--- config.mk ---
export PLATFORM = sky130hd
export DESIGN_NAME = hex_display_ctrl
export DESIGN_NICKNAME = d
export VERILOG_FILES = /design/src/rtl/hex_pkg.sv /design/src/rtl/seg_decode.sv /design/src/rtl/hex_display_ctrl.sv
export SDC_FILE = /design/constraint.sdc
export NUM_CORES = 1
export LEC_CHECK = 0
export ABC_CLOCK_PERIOD_IN_PS = 9220
export CAP_MARGIN = 20
export CORE_MARGIN = 4
export CORE_UTILIZATION = 30
export CTS_CLUSTER_DIAMETER = 50
export DETAILED_ROUTE_END_ITERATION = 16
export SYNTH_ARGS = -nofsm -noshare
export SYNTH_HDL_FRONTEND = slang
export SYNTH_SLANG_ARGS = --single-unit
--- constraint.sdc ---
create_clock -name clk -period 9.22 [get_ports clk]
set_input_delay 1.844 -clock clk [delete_from_list [all_inputs] [get_ports clk]]
set_output_delay 1.844 -clock clk [all_outputs]
set_load 0.02 [all_outputs]
--- src/rtl/hex_pkg.sv ---
// Shared types, segment constants and the hex glyph table for hex_display_ctrl.
// Segment patterns are active-low {g,f,e,d,c,b,a}.
package hex_pkg;

   typedef enum logic [1:0] {IDLE, CONVERT, COMMIT} hex_state_t;

   localparam logic [6:0] SEG_BLANK  = 7'h7F;
   localparam logic [6:0] SEG_MINUS  = 7'h3F;
   localparam logic [4:0] CODE_BLANK = 5'h10;
   localparam logic [4:0] CODE_MINUS = 5'h11;

   function automatic logic [6:0] hex_glyph(input logic [3:0] nib);
      logic [6:0] seg;
      unique case (nib)
         4'h0: seg = 7'h40;
         4'h1: seg = 7'h79;
         4'h2: seg = 7'h24;
         4'h3: seg = 7'h30;
         4'h4: seg = 7'h19;
         4'h5: seg = 7'h12;
         4'h6: seg = 7'h02;
         4'h7: seg = 7'h78;
         4'h8: seg = 7'h00;
         4'h9: seg = 7'h10;
         4'hA: seg = 7'h08;
         4'hB: seg = 7'h03;
         4'hC: seg = 7'h46;
         4'hD: seg = 7'h21;
         4'hE: seg = 7'h06;
         4'hF: seg = 7'h0E;
      endcase
      return seg;
   endfunction

endpackage

--- src/rtl/seg_decode.sv ---
// Combinational digit-code to active-low 7-segment decoder.
// The top bit of the code selects special codes: minus, otherwise blank.
module seg_decode
   import hex_pkg::*;
#(
   parameter int unsigned VALUE_W = 5
) (
   input  logic [VALUE_W-1:0] code_i,
   output logic [6:0]         seg_o
);

   logic [VALUE_W-2:0] low;

   always_comb begin
      low = code_i[VALUE_W-2:0];
      if (code_i[VALUE_W-1]) begin
         seg_o = (low == (VALUE_W-1)'(1)) ? SEG_MINUS : SEG_BLANK;
      end else begin
         seg_o = hex_glyph(code_i[3:0]);
      end
   end

endmodule

--- src/rtl/hex_display_ctrl.sv ---
// Sequenced driver for a bank of active-low 7-segment displays: captures digit codes,
// decodes them MSB-first through one shared decoder and commits all digits at once.
// Optional feature: define HEX_BLINK_EN to add blink_mask and the BLINK_DIV blink counter.
module hex_display_ctrl
   import hex_pkg::*;
#(
   parameter int unsigned NUM_DIGITS = 8,
   parameter int unsigned VALUE_W    = 5
`ifdef HEX_BLINK_EN
   ,
   parameter int unsigned BLINK_DIV  = 25_000_000
`endif
) (
   input  logic               clk,
   input  logic               rst,
   input  logic [VALUE_W-1:0] value [NUM_DIGITS-1:0],
   input  logic               blank_lz,
   input  logic               load,
   output logic               ready,
   output logic               done,
`ifdef HEX_BLINK_EN
   input  logic [NUM_DIGITS-1:0] blink_mask,
`endif
   output logic [6:0]         Hex_value [NUM_DIGITS-1:0]
);

   localparam int unsigned IdxW = (NUM_DIGITS > 1) ? $clog2(NUM_DIGITS) : 1;

   hex_state_t         state_q, state_d;
   logic [IdxW-1:0]    idx_q, idx_d;
   logic               lz_q, lz_d;
   logic               done_q, done_d;
   logic [VALUE_W-1:0] shadow_q [NUM_DIGITS-1:0];
   logic [VALUE_W-1:0] shadow_d [NUM_DIGITS-1:0];
   logic [6:0]         work_q   [NUM_DIGITS-1:0];
   logic [6:0]         work_d   [NUM_DIGITS-1:0];
   logic [6:0]         disp_q   [NUM_DIGITS-1:0];
   logic [6:0]         disp_d   [NUM_DIGITS-1:0];

   logic [VALUE_W-1:0] cur_code;
   logic [6:0]         dec_seg;
   logic               lz_blank;

   assign cur_code = shadow_q[idx_q];

   seg_decode #(
      .VALUE_W (VALUE_W)
   ) u_seg_decode (
      .code_i (cur_code),
      .seg_o  (dec_seg)
   );

   always_comb begin
      state_d  = state_q;
      idx_d    = idx_q;
      lz_d     = lz_q;
      done_d   = 1'b0;
      shadow_d = shadow_q;
      work_d   = work_q;
      disp_d   = disp_q;
      // Digit 0 is never blanked so an all-zero value still shows "0".
      lz_blank = lz_q && (cur_code == '0) && (idx_q != '0);

      unique case (state_q)
         IDLE: begin
            if (load) begin
               shadow_d = value;
               lz_d     = blank_lz;
               idx_d    = IdxW'(NUM_DIGITS - 1);
               state_d  = CONVERT;
            end
         end
         CONVERT: begin
            work_d[idx_q] = lz_blank ? SEG_BLANK : dec_seg;
            if (cur_code != '0) begin
               lz_d = 1'b0;
            end
            if (idx_q == '0) begin
               state_d = COMMIT;
            end else begin
               idx_d = idx_q - 1'b1;
            end
         end
         COMMIT: begin
            disp_d  = work_q;
            done_d  = 1'b1;
            state_d = IDLE;
         end
         default: state_d = IDLE;
      endcase
   end

   always_ff @(posedge clk) begin
      if (rst) begin
         state_q <= IDLE;
         idx_q   <= '0;
         lz_q    <= 1'b0;
         done_q  <= 1'b0;
         for (int i = 0; i < int'(NUM_DIGITS); i++) begin
            shadow_q[i] <= '0;
            work_q[i]   <= SEG_BLANK;
            disp_q[i]   <= SEG_BLANK;
         end
      end else begin
         state_q  <= state_d;
         idx_q    <= idx_d;
         lz_q     <= lz_d;
         done_q   <= done_d;
         shadow_q <= shadow_d;
         work_q   <= work_d;
         disp_q   <= disp_d;
      end
   end

   assign ready = (state_q == IDLE);
   assign done  = done_q;

`ifdef HEX_BLINK_EN
   localparam int unsigned CntW = (BLINK_DIV > 1) ? $clog2(BLINK_DIV) : 1;

   logic [CntW-1:0] blink_cnt_q;
   logic            blink_phase_q;

   always_ff @(posedge clk) begin
      if (rst) begin
         blink_cnt_q   <= '0;
         blink_phase_q <= 1'b0;
      end else if (blink_cnt_q == CntW'(BLINK_DIV - 1)) begin
         blink_cnt_q   <= '0;
         blink_phase_q <= ~blink_phase_q;
      end else begin
         blink_cnt_q   <= blink_cnt_q + 1'b1;
      end
   end

   // Masking only affects what is driven; the committed digits stay intact.
   always_comb begin
      for (int i = 0; i < int'(NUM_DIGITS); i++) begin
         Hex_value[i] = (blink_phase_q && blink_mask[i]) ? SEG_BLANK : disp_q[i];
      end
   end
`else
   always_comb begin
      for (int i = 0; i < int'(NUM_DIGITS); i++) begin
         Hex_value[i] = disp_q[i];
      end
   end
`endif

endmodule

==> flow_summary.json, run 1 <==
{
  "worst_setup_path_end_kind": "output pin",
  "met1_usage_pct": 17.7,
  "min_period_over_period_pct": 38.4,
  "nets": 802,
  "rsz0062_at_grt": "no",
  "p_int_uw": 1280,
  "r2r-end": "work_q[54]$_SDFFE_PP1P_",
  "io_pins": 102,
  "die_h_um": 155,
  "met2_usage_pct": 18.6,
  "drc": 0,
  "power_density_nw_per_um2": 213,
  "layout_commonest_cell": "dfxtp_1",
  "hold_viol": 0,
  "tritoncts": "yes",
  "crit_type": "flip-flop to output pin",
  "yosys_warnings": 0,
  "crit_end": "ready",
  "htreeDepth": 4,
  "maxSlewHeadroom_pct": 38.1,
  "clk_pin_slew_worst_paths_ns": 0.06,
  "synth-main-ff-cell": "dfxtp_1",
  "port_buffers": 101,
  "cts_inserted_buffers": 17,
  "antenna_found_initial": 0,
  "ir_drop_mv": 0.108,
  "grt_pass1_vias": 4582,
  "grt_pass1_wl_um": 24200,
  "dr.pass1.iters": 5,
  "area_growth_pct": 27.3,
  "p_leak_uw": 0.00302,
  "final.min_clock_period_ns": 3.54,
  "setup_tns_ns": 0,
  "drive_above_1_share_pct": 7.87,
  "most-common-layout-cells": "159 x dfxtp_1, 100 x clkdlybuf4s50_1, 90 x nand2_1",
  "setup_violations": 0,
  "syn_avg_cell_area_sq_um": 9.59,
  "ff2ff_path_depth": 9,
  "hpwlAfterDp_um": 9650,
  "yosysSeqAreaShare_pct": 49.0,
  "postCtsSetupRepairBufs": 0,
  "stdcell_count": 1037,
  "r2r_setup_slack_ns": 5.76,
  "crit_path_max_fanout": 4,
  "syn_area_sq_um": 6490,
  "gp_congestion": 0.769,
  "drt_iter0_drc": 217,
  "grt_util_all_layers_pct": 12.6,
  "arrival_ns": 1.69,
  "chipWidth_um": 155,
  "drt_wl_total_um": 14900,
  "pwr-share-comb_pct": 17.0,
  "postRouteAntennaNets": 0,
  "wl_per_cell_um": 14.4,
  "vias": 4918,
  "seq_power_share_pct": 42.7,
  "outcome": "finished, final reports clean",
  "cp-start-kind": "flip-flop",
  "worstMarginPinSlew_ns": 0.929,
  "synth_edf_count": 0,
  "fp-row-count": 53,
  "critPathRequiredTime_ns": 7.38,
  "synthesis.nets": 730,
  "power.share.clock_pct": 40.3,
  "clk_latency_ns": 0.42,
  "core_area_sq_um": 21200,
  "gr-total-overflow": 0,
  "design.die.area_sq_um": 24100,
  "hold_path_class": "flip-flop to flip-flop",
  "timing.fmax_ghz": 0.283,
  "cts.sinks": 159,
  "async_flop_share_pct": 0,
  "startpoint": "state_q[0]$_SDFFE_PP0P_",
  "cts_root_buf": "clkbuf_16",
  "switchingPower_uw": 484,
  "antenna_cells": 0,
  "cts_buffer_depth": 2,
  "hold_buffers": 0,
  "post_cts_resized": 0,
  "busiest_layer": "met2",
  "initial_core_util_pct": 30.7,
  "r2r-start": "idx_q[0]$_SDFFE_PP0P_",
  "synth.ff_latch_count": 159,
  "final.setup_skew_ns": 0.0131,
  "drv_cap": 0,
  "grtUsageMet3_pct": 3.78,
  "synthCells": 677,
  "p_sw_share_pct": 27.5,
  "placedCellCount": 1004,
  "ys_types": 42,
  "drv_slew": 0,
  "via_per_inst": 4.74,
  "grt_max_degree": 90
}
## how the worst min path moves through the flow
stage / start / endpoint / cells after the start / slack, ns
6_report: shadow_q[5]$_SDFFE_PP0P_ / shadow_q[5]$_SDFFE_PP0P_ / 2 / 0.45
5_1_grt: shadow_q[28]$_SDFFE_PP0P_ / shadow_q[28]$_SDFFE_PP0P_ / 2 / 0.47
4_1_cts: shadow_q[28]$_SDFFE_PP0P_ / shadow_q[28]$_SDFFE_PP0P_ / 2 / 0.46
3_5_place_dp: work_q[17]$_SDFFE_PP1P_ / Hex_value[17]$_SDFFE_PP1P_ / 1 / 0.44
3_3_place_gp: shadow_q[35]$_SDFFE_PP0P_ / shadow_q[35]$_SDFFE_PP0P_ / 2 / 0.44
2_1_floorplan: work_q[10]$_SDFFE_PP1P_ / Hex_value[10]$_SDFFE_PP1P_ / 1 / 0.43
## routing by layer
metal / vias up / share of wire, %
li1: 2513 / -
met2: 92 / 44
met1: 2300 / 49
met3: 13 / 5.2
met5: - / 0
met4: 0 / 1.2
## Yosys cell counts, types with 5 or more instances
library cell,count,share of area [%]
nand2b_1,17,1.6
o21ai_1,8,0.62
nor3_1,7,0.54
buf_1,5,0.29
nor2_1,53,3.1
o21ai_0,9,0.69
dfxtp_1,159,49
mux2i_1,24,3.7
clkbuf_1,44,2.5
nand3_1,8,0.62
mux4_2,9,3.1
inv_1,6,0.35
nor2b_1,60,5.8
mux2_2,5,0.87
a22oi_1,14,1.6
a21oi_1,48,3.7
a211o_1,72,9.7
ha_1,9,1.7
nand2_1,90,5.2
## critical path: stages (launching register included)
cell             delay [ns]
dfxtp_1                0.35
nor2_1                 0.26
clkdlybuf4s50_1        0.67
## final cells by class
type                            count  area (sq um)
Clock inverter                     12           158
Sequential cell                   159          3180
Fill cell                        2071         12900
Tap cell                          275           344
Multi-Input combinational cell    458          3050
Clock buffer                       20           437
Timing Repair Buffer              107          1070
Inverter                            6          22.5
## registers in the layout (all words and copies together) (netlist names)
| register | flops |
|---|---|
| state_q | 2 |
| lz_q | 1 |
| idx_q | 3 |
| work_q | 56 |
| shadow_q | 40 |
| Hex_value | 56 |
| done | 1 |
## per-stage QoR
| step | area [sq um] | hold WS (ns) | total power [uW] | utilization, % | worst slack, ns |
|---|---|---|---|---|---|
| 4_1_cts | 8240 | 0.455 | 1780 | 39.0 | 5.62 |
| 5_1_grt | 8260 | 0.475 | 1840 | 39.1 | 5.49 |
| 6_report | 8260 | 0.453 | 1760 | 39.1 | 5.68 |
| 3_5_place_dp | 7650 | 0.444 | 1070 | 36.2 | 5.43 |
| 3_3_place_gp | 7650 | 0.440 | 1070 | 36.2 | 5.43 |
| 2_1_floorplan | 6490 | 0.430 | 963 | - | 6.30 |
## kinds of logic after synthesis
kind of cell	Yosys count	synth area share, %
AOI/OAI and AO/OA	166	19.2
adders and majority gates	9	1.73
muxes	41	8.25
xor gates and xnor gates	1	0.135
buffers and inverters	60	4.03
DFF	159	49.0
and+or+nand+nor	241	17.6
## power groups by stage
| stage | Sequential, uW | Combinational [uW] | Clock (uW) |
|---|---|---|---|
| after floorplan | 769 | 194 | 0 |
| after global placement | 766 | 302 | 0 |
| after detailed placement | 766 | 304 | 0 |
| after CTS | 751 | 304 | 728 |
| after global routing | 756 | 330 | 757 |
| final | 751 | 299 | 710 |
(Power assumes the default switching activity.)
==> run 2, diff against run 1 <==
--- a/config.mk
+++ b/config.mk
@@ -5,7 +5,7 @@
 export SDC_FILE = /design/constraint.sdc
 export NUM_CORES = 1
 export LEC_CHECK = 0
-export ABC_CLOCK_PERIOD_IN_PS = 9220
+export ABC_CLOCK_PERIOD_IN_PS = 3100
 export CAP_MARGIN = 20
 export CORE_MARGIN = 4
 export CORE_UTILIZATION = 30
==> constraint.sdc (replaced) <==
create_clock -name clk -period 3.1 [get_ports clk]
set_input_delay 0.62 -clock clk [delete_from_list [all_inputs] [get_ports clk]]
set_output_delay 0.62 -clock clk [all_outputs]
set_load 0.02 [all_outputs]
==> flow_summary.json, run 2 (synthesis results as in run 1) <==
{
  "hpwlAfterDp_um": 10700,
  "cts_buffer_depth": 2,
  "port_buffers": 101,
  "antenna_cells": 0,
  "seq_power_share_pct": 42.0,
  "crit_path_max_fanout": 8,
  "hold_path.startpoint": "shadow_q[24]$_SDFFE_PP0P_",
  "postCtsSetupRepairBufs": 0,
  "pwr-share-comb_pct": 17.5,
  "r2r_setup_slack_ns": 0.24,
  "ff2ff_path_depth": 10,
  "grt_util_all_layers_pct": 12.9,
  "design.die.area_sq_um": 24100,
  "core_area_sq_um": 21200,
  "worstMarginPinSlew_ns": 1.00,
  "dr.pass1.iters": 4,
  "drive_above_1_share_pct": 9.68,
  "p_sw_share_pct": 27.6,
  "hold_buffers": 0,
  "hold_viol": 0,
  "drt_wl_total_um": 15500,
  "drv_cap": 0,
  "arrival_ns": 3.21,
  "power.share.clock_pct": 40.5,
  "cts.sinks": 159,
  "drc": 0,
  "hold_depth": 2,
  "timing.fmax_ghz": 0.349,
  "htreeDepth": 4,
  "tritoncts": "yes",
  "antenna_found_initial": 0,
  "min_period_over_period_pct": 92.3,
  "stdcell_count": 1050,
  "grt_pass1_vias": 4624,
  "chipWidth_um": 155,
  "hold_path_class": "flip-flop to flip-flop",
  "grt_pass1_wl_um": 24900,
  "grt_max_degree": 99,
  "final.setup_skew_ns": 0.00839,
  "die_h_um": 155,
  "post_cts_resized": 0,
  "power_density_nw_per_um2": 633,
  "crit_type": "flip-flop to flip-flop",
  "area_growth_pct": 29.5,
  "nets": 815,
  "postRouteAntennaNets": 0,
  "layout_commonest_cell": "dfxtp_1",
  "r2r-start": "idx_q[0]$_SDFFE_PP0P_",
  "setup_tns_ns": 0,
  "cts_root_buf": "clkbuf_16",
  "worst_setup_path_end_kind": "flip-flop",
  "io_pins": 102,
  "via_per_inst": 4.76,
  "hold_path_end": "shadow_q[24]$_SDFFE_PP0P_",
  "initial_core_util_pct": 30.7,
  "clk_latency_ns": 0.42,
  "setup_violations": 0,
  "p_leak_uw": 0.00310,
  "outcome": "finished, final reports clean",
  "wl_per_cell_um": 14.8,
  "drt_iter0_drc": 318,
  "final.min_clock_period_ns": 2.86,
  "cts_inserted_buffers": 17,
  "placedCellCount": 1018,
  "vias": 4993,
  "fp-row-count": 53,
  "drv_slew": 0,
  "clk_pin_slew_worst_paths_ns": 0.07,
  "gr-total-overflow": 0,
  "ir_drop_mv": 0.390,
  "r2r-end": "work_q[10]$_SDFFE_PP1P_",
  "gp_congestion": 0.786,
  "critPathRequiredTime_ns": 3.44,
  "switchingPower_uw": 1470,
  "most-common-layout-cells": "159 x dfxtp_1, 100 x clkdlybuf4s50_1, 90 x nand2_1",
  "maxSlewHeadroom_pct": 33.3,
  "fillers": 2087,
  "rsz0062_at_grt": "no",
  "cp-start-kind": "flip-flop",
  "p_int_uw": 3850
}
## run 2: worst max path at each step
stage / startpoint / endpoint / slack [ns]
6_report: idx_q[0]$_SDFFE_PP0P_ / work_q[10]$_SDFFE_PP1P_ / 0.24
5_1_grt: idx_q[0]$_SDFFE_PP0P_ / work_q[4]$_SDFFE_PP1P_ / 0.02
4_1_cts: idx_q[0]$_SDFFE_PP0P_ / work_q[12]$_SDFFE_PP1P_ / 0.21
3_5_place_dp: idx_q[0]$_SDFFE_PP0P_ / work_q[15]$_SDFFE_PP1P_ / 0.24
3_3_place_gp: idx_q[0]$_SDFFE_PP0P_ / work_q[22]$_SDFFE_PP1P_ / 0.28
2_1_floorplan: idx_q[0]$_SDFFE_PP0P_ / work_q[47]$_SDFFE_PP1P_ / 0.18
## run 2: critical path: stages (launching register included)
cell,delay [ns]
dfxtp_1,0.44
buf_4,0.20
mux4_2,0.51
mux2i_2,0.17
buf_4,0.19
ha_1,0.24
nand3_1,0.19
a31oi_1,0.36
a2111oi_4,0.12
buf_4,0.23
o21ai_1,0.14
## run 2: routing by layer
| metal | wire, um | part of all wire [%] | vias to the layer above | GRT usage [%] |
|---|---|---|---|---|
| met5 | 0 | 0 | - | 0 |
| met4 | 180 | 1.2 | 0 | 4.16 |
| met3 | 707 | 4.6 | 15 | 2.84 |
| met2 | 7030 | 45 | 106 | 20.1 |
| met1 | 7600 | 49 | 2332 | 17.8 |
| li1 | - | - | 2540 | - |
## run 2: final cells by class
cell class	count	area [sq um]	share of cell area, %
repair buffers	120	1190	14.1
clock inverters	14	185	2.20
well taps	275	344	4.09
flip-flops and latches	159	3180	37.9
multi-input cells	458	3050	36.3
clock buffers	18	429	5.10
inverters	6	22.5	0.268
## run 2: power groups by stage
stage	clock network (uW)	logic [uW]	registers, uW
after detailed placement	0	936	2280
after floorplan	0	576	2290
final	2150	931	2230
after global routing	2280	1020	2250
after global placement	0	930	2280
after CTS	2200	941	2230
## run 2: through the flow
step | hold slack (ns) | setup slack [ns] | instance area, sq um | power [uW] | util [%]
after CTS | 0.453 | 0.211 | 8410 | 5380 | 39.7
final | 0.452 | 0.237 | 8410 | 5320 | 39.7
after detailed placement | 0.444 | 0.241 | 7790 | 3210 | 36.8
after global placement | 0.442 | 0.284 | 7790 | 3210 | 36.8
after floorplan | 0.430 | 0.176 | 6490 | 2860 | -
after global routing | 0.470 | 0.0210 | 8410 | 5550 | 39.7
==> run 3, diff against run 2 <==
--- a/config.mk
+++ b/config.mk
@@ -11,6 +11,7 @@
 export CORE_UTILIZATION = 30
 export CTS_CLUSTER_DIAMETER = 50
 export DETAILED_ROUTE_END_ITERATION = 16
+export SKIP_CTS_REPAIR_TIMING = 1
 export SYNTH_ARGS = -nofsm -noshare
 export SYNTH_HDL_FRONTEND = slang
 export SYNTH_SLANG_ARGS = --single-unit
==> results of run 3 <==
No change in the layout: final DEF, timing and power equal those of run 2.
